`config.mk`:
```
export PLATFORM = sky130hd
export DESIGN_NAME = solution_serializer
export DESIGN_NICKNAME = d
export VERILOG_FILES = /design/src/rtl/nonogram_pkg.sv /design/src/rtl/solution_serializer.sv
export SDC_FILE = /design/constraint.sdc
export NUM_CORES = 1
export LEC_CHECK = 0
export CORE_MARGIN = 5
export CORE_UTILIZATION = 45
export DETAILED_ROUTE_END_ITERATION = 12
export PLACE_DENSITY = 0.69
export SYNTH_ARGS = -nofsm -noshare
export SYNTH_HDL_FRONTEND = slang
export SYNTH_SLANG_ARGS = --single-unit
```
`constraint.sdc`:
```
create_clock -name clk -period 9.85 [get_ports clk]
set_input_delay 0.985 -clock clk [delete_from_list [all_inputs] [get_ports clk]]
set_output_delay 0.985 -clock clk [all_outputs]
set_load 0.02 [all_outputs]
```
`src/rtl/nonogram_pkg.sv`:
```
// -----------------------------------------------------------------------------
// nonogram_pkg
//
// Shared sizing and types for the nonogram output path.
//   MAX_ROWS / MAX_COLS : largest board the solver produces (each <= 15)
//   DIM_W               : width of the row/column count fields
//   CELLS / CNT_W       : board bit count and the width of a cell counter
//   HDR_*               : layout of the frame header byte {rows, cols}
//   ser_state_t         : solution_serializer FSM states
//   clamp_dim           : saturate a requested dimension to the board limit
// -----------------------------------------------------------------------------
package nonogram_pkg;

  localparam int MAX_ROWS = 11;
  localparam int MAX_COLS = 11;
  localparam int DIM_W    = 4;

  localparam int CELLS = MAX_ROWS * MAX_COLS;
  // Wide enough to hold the cell count itself, not just the last index.
  localparam int CNT_W = $clog2(CELLS + 1);

  // Header byte: row count in the upper nibble, column count in the lower.
  localparam int HDR_NIB_W = 4;
  localparam int HDR_M_LSB = 4;
  localparam int HDR_N_LSB = 0;

  typedef enum logic [2:0] {
    SER_IDLE   = 3'd0,
    SER_HEADER = 3'd1,
    SER_WAIT   = 3'd2,
    SER_PACK   = 3'd3,
    SER_DONE   = 3'd4
  } ser_state_t;

  function automatic logic [DIM_W-1:0] clamp_dim(input logic [DIM_W-1:0] v,
                                                 input logic [DIM_W-1:0] lim);
    return (v > lim) ? lim : v;
  endfunction

endpackage

```
`src/rtl/solution_serializer.sv`:
```
// -----------------------------------------------------------------------------
// solution_serializer
//
// Sits between the solver and uart_tx. When the solver reports a finished
// board, the board and its dimensions are latched and streamed out as:
//   byte 0     : header {rows[3:0], cols[3:0]}
//   byte 1..k  : cells in row-major order, packed LSB-first, 8 per byte;
//                unused high bits of the final byte are 0
// After the final byte is acknowledged, `done` pulses once.
//
// Ports
//   clk           in   system clock (50 MHz domain)
//   rst           in   asynchronous, active-high reset
//   valid_in      in   1-cycle pulse: solution/m/n valid (accepted in IDLE only)
//   solution      in   board bits, bit r*MAX_COLS+c = cell (r,c), 1 = filled
//   m, n          in   active rows / columns (saturated to MAX_ROWS / MAX_COLS)
//   transmit_done in   1-cycle pulse from uart_tx: previous byte shifted out
//   send          out  1-cycle pulse: byte_out valid, start transmission
//   byte_out      out  byte to transmit, stable from send until the next send
//   done          out  1-cycle pulse after the final byte's transmit_done
//   busy          out  high from the cycle after accepted valid_in through done
//
// Handshake with uart_tx: `send` is a one-cycle request carrying byte_out;
// exactly one `transmit_done` is expected in reply, and no new `send` is
// issued until it arrives. transmit_done seen in any state other than WAIT
// is treated as spurious and ignored. valid_in is only honoured in IDLE.
//
// The FSM state is held in the typed variable `state` (ser_state_t) so that
// checkers can bind to it directly.
// -----------------------------------------------------------------------------
module solution_serializer
  import nonogram_pkg::*;
(
  input  logic             clk,
  input  logic             rst,
  input  logic             valid_in,
  input  logic [CELLS-1:0] solution,
  input  logic [DIM_W-1:0] m,
  input  logic [DIM_W-1:0] n,
  input  logic             transmit_done,
  output logic             send,
  output logic [7:0]       byte_out,
  output logic             done,
  output logic             busy
);

  ser_state_t       state;

  // Frame latches, captured once in IDLE and stable for the whole frame.
  logic [CELLS-1:0] board;
  logic [DIM_W-1:0] m_l;
  logic [DIM_W-1:0] n_l;
  logic [CNT_W-1:0] total;

  // Walk position through the active region.
  logic [DIM_W-1:0] row;
  logic [DIM_W-1:0] col;
  logic [CNT_W-1:0] cell_idx;
  logic [2:0]       bit_idx;
  logic [7:0]       shift;

  // Combinational helpers.
  logic [DIM_W-1:0] m_clip;
  logic [DIM_W-1:0] n_clip;
  logic [CNT_W-1:0] cell_pos;
  logic             cell_bit;
  logic [7:0]       packed_byte;
  logic             last_cell;
  logic             cells_left;
  logic             byte_full;
  logic             col_wrap;
  logic [7:0]       hdr_byte;

  always_comb begin
    m_clip = clamp_dim(m, DIM_W'(MAX_ROWS));
    n_clip = clamp_dim(n, DIM_W'(MAX_COLS));

    // The latched board always uses the full MAX_COLS stride, regardless of
    // how many columns are active.
    cell_pos    = CNT_W'(row) * CNT_W'(MAX_COLS) + CNT_W'(col);
    cell_bit    = board[cell_pos];
    packed_byte = shift | (8'(cell_bit) << bit_idx);

    last_cell  = (cell_idx == (total - CNT_W'(1)));
    cells_left = (cell_idx < total);
    byte_full  = (bit_idx == 3'd7);
    col_wrap   = (col == (n_l - DIM_W'(1)));

    hdr_byte = '0;
    hdr_byte[HDR_M_LSB +: HDR_NIB_W] = m_l[HDR_NIB_W-1:0];
    hdr_byte[HDR_N_LSB +: HDR_NIB_W] = n_l[HDR_NIB_W-1:0];
  end

  always_ff @(posedge clk or posedge rst) begin
    if (rst) begin
      state    <= SER_IDLE;
      board    <= '0;
      m_l      <= '0;
      n_l      <= '0;
      total    <= '0;
      row      <= '0;
      col      <= '0;
      cell_idx <= '0;
      bit_idx  <= '0;
      shift    <= '0;
      send     <= 1'b0;
      byte_out <= '0;
      done     <= 1'b0;
      busy     <= 1'b0;
    end else begin
      // Pulse outputs default low; each state raises them for one cycle.
      send <= 1'b0;
      done <= 1'b0;

      case (state)
        SER_IDLE: begin
          if (valid_in) begin
            board    <= solution;
            m_l      <= m_clip;
            n_l      <= n_clip;
            // Registered once here so the PACK path only compares.
            total    <= CNT_W'(m_clip) * CNT_W'(n_clip);
            row      <= '0;
            col      <= '0;
            cell_idx <= '0;
            bit_idx  <= '0;
            busy     <= 1'b1;
            state    <= SER_HEADER;
          end
        end

        SER_HEADER: begin
          byte_out <= hdr_byte;
          send     <= 1'b1;
          state    <= SER_WAIT;
        end

        SER_WAIT: begin
          if (transmit_done) begin
            if (cells_left) begin
              shift <= '0;
              state <= SER_PACK;
            end else begin
              done  <= 1'b1;
              state <= SER_DONE;
            end
          end
        end

        SER_PACK: begin
          shift    <= packed_byte;
          cell_idx <= cell_idx + CNT_W'(1);
          // bit_idx wraps naturally from 7 to 0 for the next byte.
          bit_idx  <= bit_idx + 3'd1;
          if (col_wrap) begin
            col <= '0;
            row <= row + DIM_W'(1);
          end else begin
            col <= col + DIM_W'(1);
          end
          if (byte_full || last_cell) begin
            byte_out <= packed_byte;
            send     <= 1'b1;
            state    <= SER_WAIT;
          end
        end

        SER_DONE: begin
          busy  <= 1'b0;
          state <= SER_IDLE;
        end

        default: begin
          state <= SER_IDLE;
        end
      endcase
    end
  end

endmodule

```
# --- Word-level counts from Yosys, hierarchy flattened ---
# Cells that the tools add are included.
word_totals:
  mem_bits_rw: 0
  romBits: 0
  ff_bits: 176
  output_inout_bits: 11
  latchBits: 0
  n_memories: 0
op_classes:
  add_sub_neg: 7
  order_cmp: 4
  n_eq_ne: 12
  bitwise_logic: 1
  n_div: 0
  mul: 2
  muxes: 30
  reduce_logical: 13
  n_shift: 1
op_table:
  columns: ["op", "n"]
  rows:
  - ["8-bit case mux with 2 select lines", 2]
  - ["8-bit 2-to-1 mux", 3]
  - ["4-bit 2-to-1 mux", 5]
  - ["4-bit case mux with 2 select lines", 2]
  - ["3-bit 2-to-1 mux", 5]
  - ["7-bit case mux with 2 select lines", 1]
  - ["3-bit case mux with 4 select lines", 1]
  - ["2-bit != test (second input constant)", 5]
  - ["3-bit AND reduction", 3]
  - ["4-bit by 1-bit adder with 4-bit output (second input constant)", 2]
  - ["4-bit > comparator (second input constant)", 2]
  - ["7-bit by 8-bit < comparator with 1-bit output (second input constant)", 1]
  - ["8-bit bitwise OR", 1]
  - ["2-bit AND reduction", 4]
  - ["2-bit nonzero test", 4]
  - ["1-bit by 3-bit left shift with 8-bit output", 1]
  - ["7-bit by 1-bit adder with 7-bit output (second input constant)", 1]
  - ["7-bit by 4-bit adder with 7-bit output", 1]
  - ["1-bit binary-select mux with 7-bit select", 1]
  - ["7-bit equality test", 1]
  - ["7-bit < comparator", 1]
  - ["4-bit by 4-bit multiplier with 7-bit output", 1]
  - ["4-bit by 4-bit multiplier with 7-bit output (second input constant)", 1]
  - ["7-bit 2-to-1 mux", 1]
  - ["12 further kinds", 20]

# --- Depth between registers and ports, before layout ---
# Gate-level depths: netlist of the first run.
depth:
  word_depth: 8
  depth_mapped: 15
  mapped_depth_nobuf: 13

# --- Worst setup path before layout of the first run ---
# OpenSTA, ideal clock, no wires.
synth_path:
  path_type: "in2reg"
  start: "input m[3]"
  end: "register total[6]"
  required_time_ns: 9.715
  path_stages: 13
  path_slack_ns: 6.115
  arrival_ns: 3.600
  path_buffers: 1
  cell_sequence: "clkbuf_1 a21oi_1 nand2b_1 fa_1 inv_1 fa_1 inv_1 fa_1 inv_1 a21o_1 a21oi_1 xnor2_1 o21ai_0"
synth_via:
  elab_chain_cells: 3
synth_rtl:
  columns: ["element", "line", "text"]
  rows:
  - ["from (decl)", "solution_serializer.sv:38", "input logic [DIM_W-1:0] m,"]
  - ["4-bit > comparator", "nonogram_pkg.sv:37", "return (v > lim) ? lim : v;"]
  - ["4-bit 2-to-1 mux (*)", "nonogram_pkg.sv:37", null]
  - ["4-bit by 4-bit multiplier with 7-bit output (*)", "solution_serializer.sv:122", "total <= CNT_W'(m_clip) * CNT_W'(n_clip);"]
  - ["to (signal assigned)", "solution_serializer.sv:122", null]
  - ["to (decl)", "solution_serializer.sv:53", "logic [CNT_W-1:0] total;"]
# Every way passes the cells marked *; elsewhere a longest branch is shown, timed or not.
# A chain may end at the register's enable or synchronous reset.

# --- Worst setup path in the final report of the first run ---
layout_path:
  start: "register row[0]"
  end: "register byte_out[3]"
layout_via:
  elab_chain_cells: 8
layout_rtl:
  columns: ["element", "line", "text"]
  rows:
  - ["from (decl)", "solution_serializer.sv:56", "logic [DIM_W-1:0] row;"]
  - ["from (signal assigned)", "solution_serializer.sv:157", "row <= row + DIM_W'(1);"]
  - ["4-bit by 4-bit multiplier with 7-bit output", "solution_serializer.sv:80", "cell_pos = CNT_W'(row) * CNT_W'(MAX_COLS) + CNT_W'(col);"]
  - ["7-bit by 4-bit adder with 7-bit output", "solution_serializer.sv:80", null]
  - ["1-bit binary-select mux with 7-bit select", "solution_serializer.sv:81", "cell_bit = board[cell_pos];"]
  - ["1-bit 2-to-1 mux (implied by the code)", "solution_serializer.sv:81", null]
  - ["1-bit by 3-bit left shift with 8-bit output", "solution_serializer.sv:82", "packed_byte = shift | (8'(cell_bit) << bit_idx);"]
  - ["8-bit bitwise OR", "solution_serializer.sv:82", null]
  - ["8-bit 2-to-1 mux", "solution_serializer.sv:161", "if (byte_full || last_cell) begin"]
  - ["8-bit case mux with 2 select lines", "solution_serializer.sv:115", "case (state)"]
  - ["to (signal assigned)", "solution_serializer.sv:133", "byte_out <= hdr_byte;"]
  - ["to (signal assigned)", "solution_serializer.sv:162", "byte_out <= packed_byte;"]
  - ["to (decl)", "solution_serializer.sv:42", "output logic [7:0] byte_out,"]
# Every way passes these cells. The select of a mux whose other input is x is not followed.

==> flow_metrics.env, run 1 <==
export IMPL_outcome="completed"
export IMPL_die_h_um=154
export IMPL_wl_mm=22.2
export IMPL_netlist_instances=1016
export IMPL_cts_tree="built"
export IMPL_rows=52
export IMPL_ys_types=56
export IMPL_drive_gt1_frac=0.0533
export IMPL_arrival_ns=4.84
export IMPL_hold_class="reg -> reg"
export IMPL_min_from="board[92]"
export IMPL_antenna_left=0
export IMPL_cts_resized=0
export IMPL_drv_cap=0
export IMPL_cp_max_fo=14
export IMPL_vias_per_cell=5.20
export IMPL_worst_pin_slew_ns=1.03
export IMPL_crit_start="row[0]"
export IMPL_dieArea_um2=23900
export IMPL_ys_seq_area_frac=0.469
export IMPL_post_cts_buffers=0
export IMPL_async_flop_share=1.00
export IMPL_required_ns=10.20
export IMPL_cts_sinks=176
export IMPL_final_hold_viol_count=0
export IMPL_seq_area_um2=4400
export IMPL_netlist_area_um2=9390
export IMPL_grt_setup_unrepaired="false"
export IMPL_yosys_warnings=0
export IMPL_p_sw_mw=1.72
export IMPL_dp_cells=1382
export IMPL_ys_seq_elements=176
export IMPL_multi_input_area_um2=4620
export IMPL_setup_worst_path_class="reg -> reg"
export IMPL_top_level_ports=144
export IMPL_antenna_found_initial=1
export IMPL_grt_pass1_vias=7306
export IMPL_power_total_mw=4.13
export IMPL_synth_edf_count=0
export IMPL_internal_power_mw=2.41
export IMPL_slew_viol_final=0
export IMPL_fin_skew_ns=0.00864
export IMPL_firstDrtPassIters=5
export IMPL_p_leak_nw=5.56
export IMPL_drtIter0Drc=471
export IMPL_worst_setup_path_end_kind="flop"
export IMPL_relSlewSlack=0.311
export IMPL_coreArea_um2=20400
export IMPL_clkPwrFrac=0.154
export IMPL_finalSetupViolations=0
export IMPL_initial_core_util=0.461
export IMPL_synth_area_per_cell_um2=9.24
export IMPL_switching_share=0.417
export IMPL_irDropWorstVdd_v=0.000246
export IMPL_hold_slack_ns=0.464
export IMPL_placed_area_um2=11000
export IMPL_port_buffers=143
export IMPL_vias=7355
export IMPL_grt_ovfl_total=0
export IMPL_grt_usage=0.189
export IMPL_nets=1310
export IMPL_grt_pass1_wl_mm=36.6
export IMPL_antenna_cells=0
export IMPL_syn_nets=1195
export IMPL_fin_crit_sh=0.456
export IMPL_ctsLongestPathBuffers=2
export IMPL_insertion_delay_ns=0.43
export IMPL_combPwrFrac=0.530
export IMPL_htree_levels=4
export IMPL_fmaxAchievable_ghz=0.223
export IMPL_p_seq_frac=0.316
export IMPL_cp_start_kind="flop"
export IMPL_fill_cells=1781
export IMPL_cts_made_buffers=17
export IMPL_root_buffer="clkbuf_16"
export IMPL_final_area_um2=11500
export IMPL_finalSetupTns_ns=0
export IMPL_grt_start_max_net_pins=99
export IMPL_period_minus_slack_ns=4.49
export IMPL_die_x_um=154
export IMPL_r2r_start="row[0]"
export IMPL_place_hpwl_mm=15.9
export IMPL_cts_hold_buf=0
export IMPL_power_density_nw_per_um2=358
export IMPL_gp_congestion=0.821
export IMPL_final_cells=1414
export IMPL_drc=0
export IMPL_clkSlewWorstSetupHoldPaths_ns=0.07
export IMPL_wl_per_cell_um=15.7
export IMPL_syn_to_final_growth_pct=22.7
export IMPL_ys_flop_type="dfrtp_1"
-- worst paths after layout --
check                         endpoint  slack (ns)  depth (start not counted)
max reg2reg                byte_out[3]        5.36                         12
min                          board[92]        0.46                          2
max                        byte_out[3]        5.36                         12
min in group asynchronous    board[56]        1.11                          2
max in group asynchronous   board[114]        7.20                          3
min reg2reg                  board[92]        0.46                          2
-- routing by layer --
layer,vias to the layer above,part of all wire,GRT usage
met5,-,0.00059,0
met4,2,0.020,0.0593
met3,34,0.044,0.0380
met2,181,0.47,0.299
met1,3505,0.47,0.264
li1,3633,-,-
-- cell usage in the layout, fill, tap and decap left out, types with 5 or more instances in the layout --
cell type / instances
clkbuf_16: 17
clkdlybuf4s50_1: 143
mux4_2: 7
nand2_1: 420
a21o_1: 5
xnor2_1: 16
fa_1: 7
dfrtp_1: 176
o22ai_1: 11
a32o_1: 5
nand3_1: 8
and2_1: 6
nand4_1: 6
ha_1: 38
inv_1: 33
mux2_2: 5
nor2_1: 33
nor3_1: 5
nor2b_1: 7
buf_4: 6
o211ai_1: 17
o21ai_0: 40
a21oi_1: 21
mux4_1: 19
xor2_1: 13
mux2i_1: 5
nand2b_1: 7
-- area by class of cell --
| class | count | area share |
|---|---|---|
| well taps | 270 | 0.0293 |
| inverters | 34 | 0.0115 |
| flip-flops and latches | 176 | 0.382 |
| clock inverters | 10 | 0.00662 |
| multi-input cells | 753 | 0.401 |
| repair buffers | 149 | 0.128 |
| clock buffers | 22 | 0.0412 |
-- sequential cells by signal, indices dropped and copies added, names as in the netlist --
signal / flops
board: 121
byte_out: 8
shift: 8
cell_idx: 7
total: 7
col: 4
m_l: 4
n_l: 4
row: 4
bit_idx: 3
state: 3
busy: 1
done: 1
send: 1
-- Yosys cell counts, types with 6 or more instances --
cell      number  area (um^2)
nand2_1      420         1580
dfrtp_1      176         4400
clkbuf_1      42          158
o21ai_0       40          200
ha_1          39          488
inv_1         34          128
nor2_1        34          128
a21oi_1       21          105
mux4_1        19          499
o211ai_1      17          128
xnor2_1       16          140
xor2_1        13          114
o22ai_1       11         68.8
nand3_1        8         40.0
fa_1           7          140
mux4_2         7          158
nand2b_1       7         43.8
nor2b_1        7         43.8
and2_1         6         37.5
nand4_1        6         37.5
-- power groups by stage --
stage	Combinational, mW	Clock (mW)	Sequential [mW]
after global placement	2.14	0	1.30
after detailed placement	2.19	0	1.32
after global routing	2.44	0.675	1.35
after floorplan	1.70	0	1.26
final	2.19	0.637	1.30
after CTS	2.21	0.646	1.31
-- through the flow --
| stage | utilization | setup WS, ns |
|---|---|---|
| after detailed placement | 0.539 | 5.41 |
| after floorplan | - | 4.09 |
| after CTS | 0.566 | 5.36 |
| after global routing | 0.566 | 4.94 |
| final | 0.566 | 5.36 |
| after global placement | 0.539 | 5.58 |
-- cells by family after synthesis --
group / Yosys count / synth area share
AND/OR/NAND/NOR: 514 / 0.222
flip-flops: 176 / 0.469
AO/OA/AOI/OAI: 126 / 0.0883
buffers and inverters: 87 / 0.0401
adder cells (fa/ha/maj): 46 / 0.0669
multiplexers: 37 / 0.0839
XOR/XNOR: 30 / 0.0294
-- critical path: stages (launching register included) --
cell      delay (ns)
dfrtp_1         0.45
ha_1            0.32
ha_1            0.29
fa_1            0.47
ha_1            0.38
xnor2_1         0.76
o21ai_0         0.21
or4_1           0.44
o211ai_1        0.13
nor2_1          0.09
o32ai_2         0.51
o211ai_1        0.17
a21oi_1         0.18
Power figures use the tool's default switching activity.
==> run 2: changes to the inputs <==
--- a/config.mk
+++ b/config.mk
@@ -8,7 +8,7 @@
 export CORE_MARGIN = 5
 export CORE_UTILIZATION = 45
 export DETAILED_ROUTE_END_ITERATION = 12
-export PLACE_DENSITY = 0.69
+export PLACE_DENSITY = 0.71
 export SYNTH_ARGS = -nofsm -noshare
 export SYNTH_HDL_FRONTEND = slang
 export SYNTH_SLANG_ARGS = --single-unit
==> constraint.sdc (replaced) <==
create_clock -name clk -period 3.97 [get_ports clk]
set_input_delay 0.397 -clock clk [delete_from_list [all_inputs] [get_ports clk]]
set_output_delay 0.397 -clock clk [all_outputs]
set_load 0.02 [all_outputs]
==> flow_metrics.env, run 2 (synthesis gave the netlist of run 1 again) <==
export IMPL_switching_share=0.402
export IMPL_root_buffer="clkbuf_16"
export IMPL_grt_start_max_net_pins=177
export IMPL_die_h_um=154
export IMPL_power_total_mw=11.2
export IMPL_grt_usage=0.189
export IMPL_m1WireLength_mm=10.0
export IMPL_cp_slowest_cell="fa_1"
export IMPL_nets=1333
export IMPL_worst_pin_slew_ns=0.964
export IMPL_internal_power_mw=6.70
export IMPL_hold_slack_ns=0.467
export IMPL_ctsLongestPathBuffers=2
export IMPL_worst_setup_path_end_kind="flop"
export IMPL_combPwrFrac=0.560
export IMPL_vias=7446
export IMPL_largest_reg_flops=121
export IMPL_finalSetupViolations=0
export IMPL_die_x_um=154
export IMPL_antenna_found_initial=0
export IMPL_period_minus_slack_ns=3.84
export IMPL_slowest_delay_ns=0.54
export IMPL_pre_cts_ws_ns=0.0587
export IMPL_top_layer_used="met4"
export IMPL_drc=0
export IMPL_dieArea_um2=23900
export IMPL_cts_made_buffers=17
export IMPL_p_sw_mw=4.51
export IMPL_critical_path_top_delay_family="adder cells"
export IMPL_fin_skew_ns=0.0101
export IMPL_drv_cap=0
export IMPL_wl_met2_mm=11.3
export IMPL_path_buf_inv=2
export IMPL_clkSlewWorstSetupHoldPaths_ns=0.07
export IMPL_grt_pass1_vias=7294
export IMPL_cp_max_fo=7
export IMPL_fin_ws_ns=0.128
export IMPL_worstPathCellList="ha_1, ha_1, fa_1, ha_4, xnor2_1, buf_4, and2_1, a2111oi_1, a31oi_1, a211oi_2, o32ai_2, buf_4, and2_4, a22o_1"
export IMPL_gp_congestion=0.866
export IMPL_rows=52
export IMPL_cp_start_kind="flop"
export IMPL_grt_pass1_wl_mm=36.6
export IMPL_antenna_cells=0
export IMPL_wl_per_cell_um=15.7
export IMPL_relSlewSlack=0.357
export IMPL_required_ns=4.28
export IMPL_wl_met3_um=941
export IMPL_regMostFlops="board"
export IMPL_irDropWorstVdd_v=0.000576
export IMPL_cts_hold_buf=0
export IMPL_drive_gt1_frac=0.0814
export IMPL_p_seq_frac=0.290
export IMPL_hold_class="reg -> reg"
export IMPL_arrival_ns=4.15
export IMPL_wl_mm=22.6
export IMPL_initial_core_util=0.461
export IMPL_fin_crit_sh=0.968
export IMPL_cts_sinks=176
export IMPL_clkPwrFrac=0.150
export IMPL_vias_per_cell=5.18
export IMPL_crit_start="row[2]"
export IMPL_htree_levels=4
export IMPL_antenna_left=0
export IMPL_syn_to_final_growth_pct=26.3
export IMPL_final_cell_mix="nand2_1, dfrtp_1, clkdlybuf4s50_1"
export IMPL_coreArea_um2=20400
export IMPL_p_leak_nw=5.70
export IMPL_cts_tree="built"
export IMPL_setup_worst_path_class="reg -> reg"
export IMPL_top_level_ports=144
export IMPL_outcome="completed"
export IMPL_fmaxAchievable_ghz=0.260
export IMPL_grt_ovfl_total=0
export IMPL_power_density_nw_per_um2=945
export IMPL_r2r_start="row[2]"
export IMPL_firstDrtPassIters=5
export IMPL_final_hold_viol_count=0
export IMPL_slew_viol_final=0
export IMPL_drtIter0Drc=375
export IMPL_port_buffers=143
export IMPL_insertion_delay_ns=0.43
export IMPL_place_hpwl_mm=16.1
export IMPL_mostFrequentLayoutCell="nand2_1"
export IMPL_reg_largest_list="board x121, byte_out x8, shift x8"
export IMPL_min_from="board[117]"
run 2: cell types whose count changed in the layout (fill, tap and decap cells not counted), sizes merged:
cell      previous run  this run
clkinv               4         3
clkinvlp             3         5
clkbuf              22        21
inv                 37        35
buf                  6        29
bufinv               0         2
run 2: power groups by stage:
stage                     Sequential (mW)  Combinational [mW]  Clock [mW]
after floorplan                      3.13                4.22           0
after global placement               3.23                5.71           0
after detailed placement             3.27                5.82           0
after CTS                            3.25                5.87        1.71
after global routing                 3.35                6.92        1.80
final                                3.25                6.27        1.68
run 2: worst register-to-register path: cells and delay by family (launching register included):
| kind | cells | cell delay (ns) |
|---|---|---|
| and+or+nand+nor | 2 | 0.30 |
| AOI/OAI and AO/OA | 5 | 1.18 |
| buffers and inverters | 2 | 0.34 |
| DFF | 1 | 0.40 |
| xor gates and xnor gates | 1 | 0.15 |
| adders and majority gates | 4 | 1.36 |
run 2: path summary, 6_finish.rpt:
path	end	slack, ns	cells after the start
max	shift[7]	0.13	14
min	board[117]	0.47	2
max reg2reg	shift[7]	0.13	14
min reg2reg	board[117]	0.47	2
max in group asynchronous	board[69]	2.68	3
min in group asynchronous	board[59]	0.57	3
run 2: final cells by class:
class | count | area, um^2
fillers | 1763 | 8500
clock buffers | 21 | 460
flip-flops and latches | 176 | 4400
multi-input cells | 753 | 4710
repair buffers | 172 | 1690
clock inverters | 11 | 130
inverters | 34 | 131
well taps | 270 | 338
run 2: routing by layer:
layer | global-route usage | vias to the layer above
met1 | 0.256 | 3579
met2 | 0.309 | 168
met4 | 0.0606 | 0
li1 | - | 3675
met5 | 0 | -
met3 | 0.0349 | 24
run 2: timing repair:
action,in CTS,in global routing
endpoints found under the hold margin,0,0
gates resized for setup,0,22
setup buffers,0,6
endpoints found under the setup margin,0,16
run 2: through the flow:
stage               std cells  setup TNS, ns  instance area [um^2]   util
finish                   1437              0                 11900  0.583
global route             1437         -0.191                 11900  0.583
CTS                      1431              0                 11700  0.576
detailed placement       1399              0                 11100  0.547
global placement         1399              0                 11100  0.547
floorplan                1016              0                  9390      -
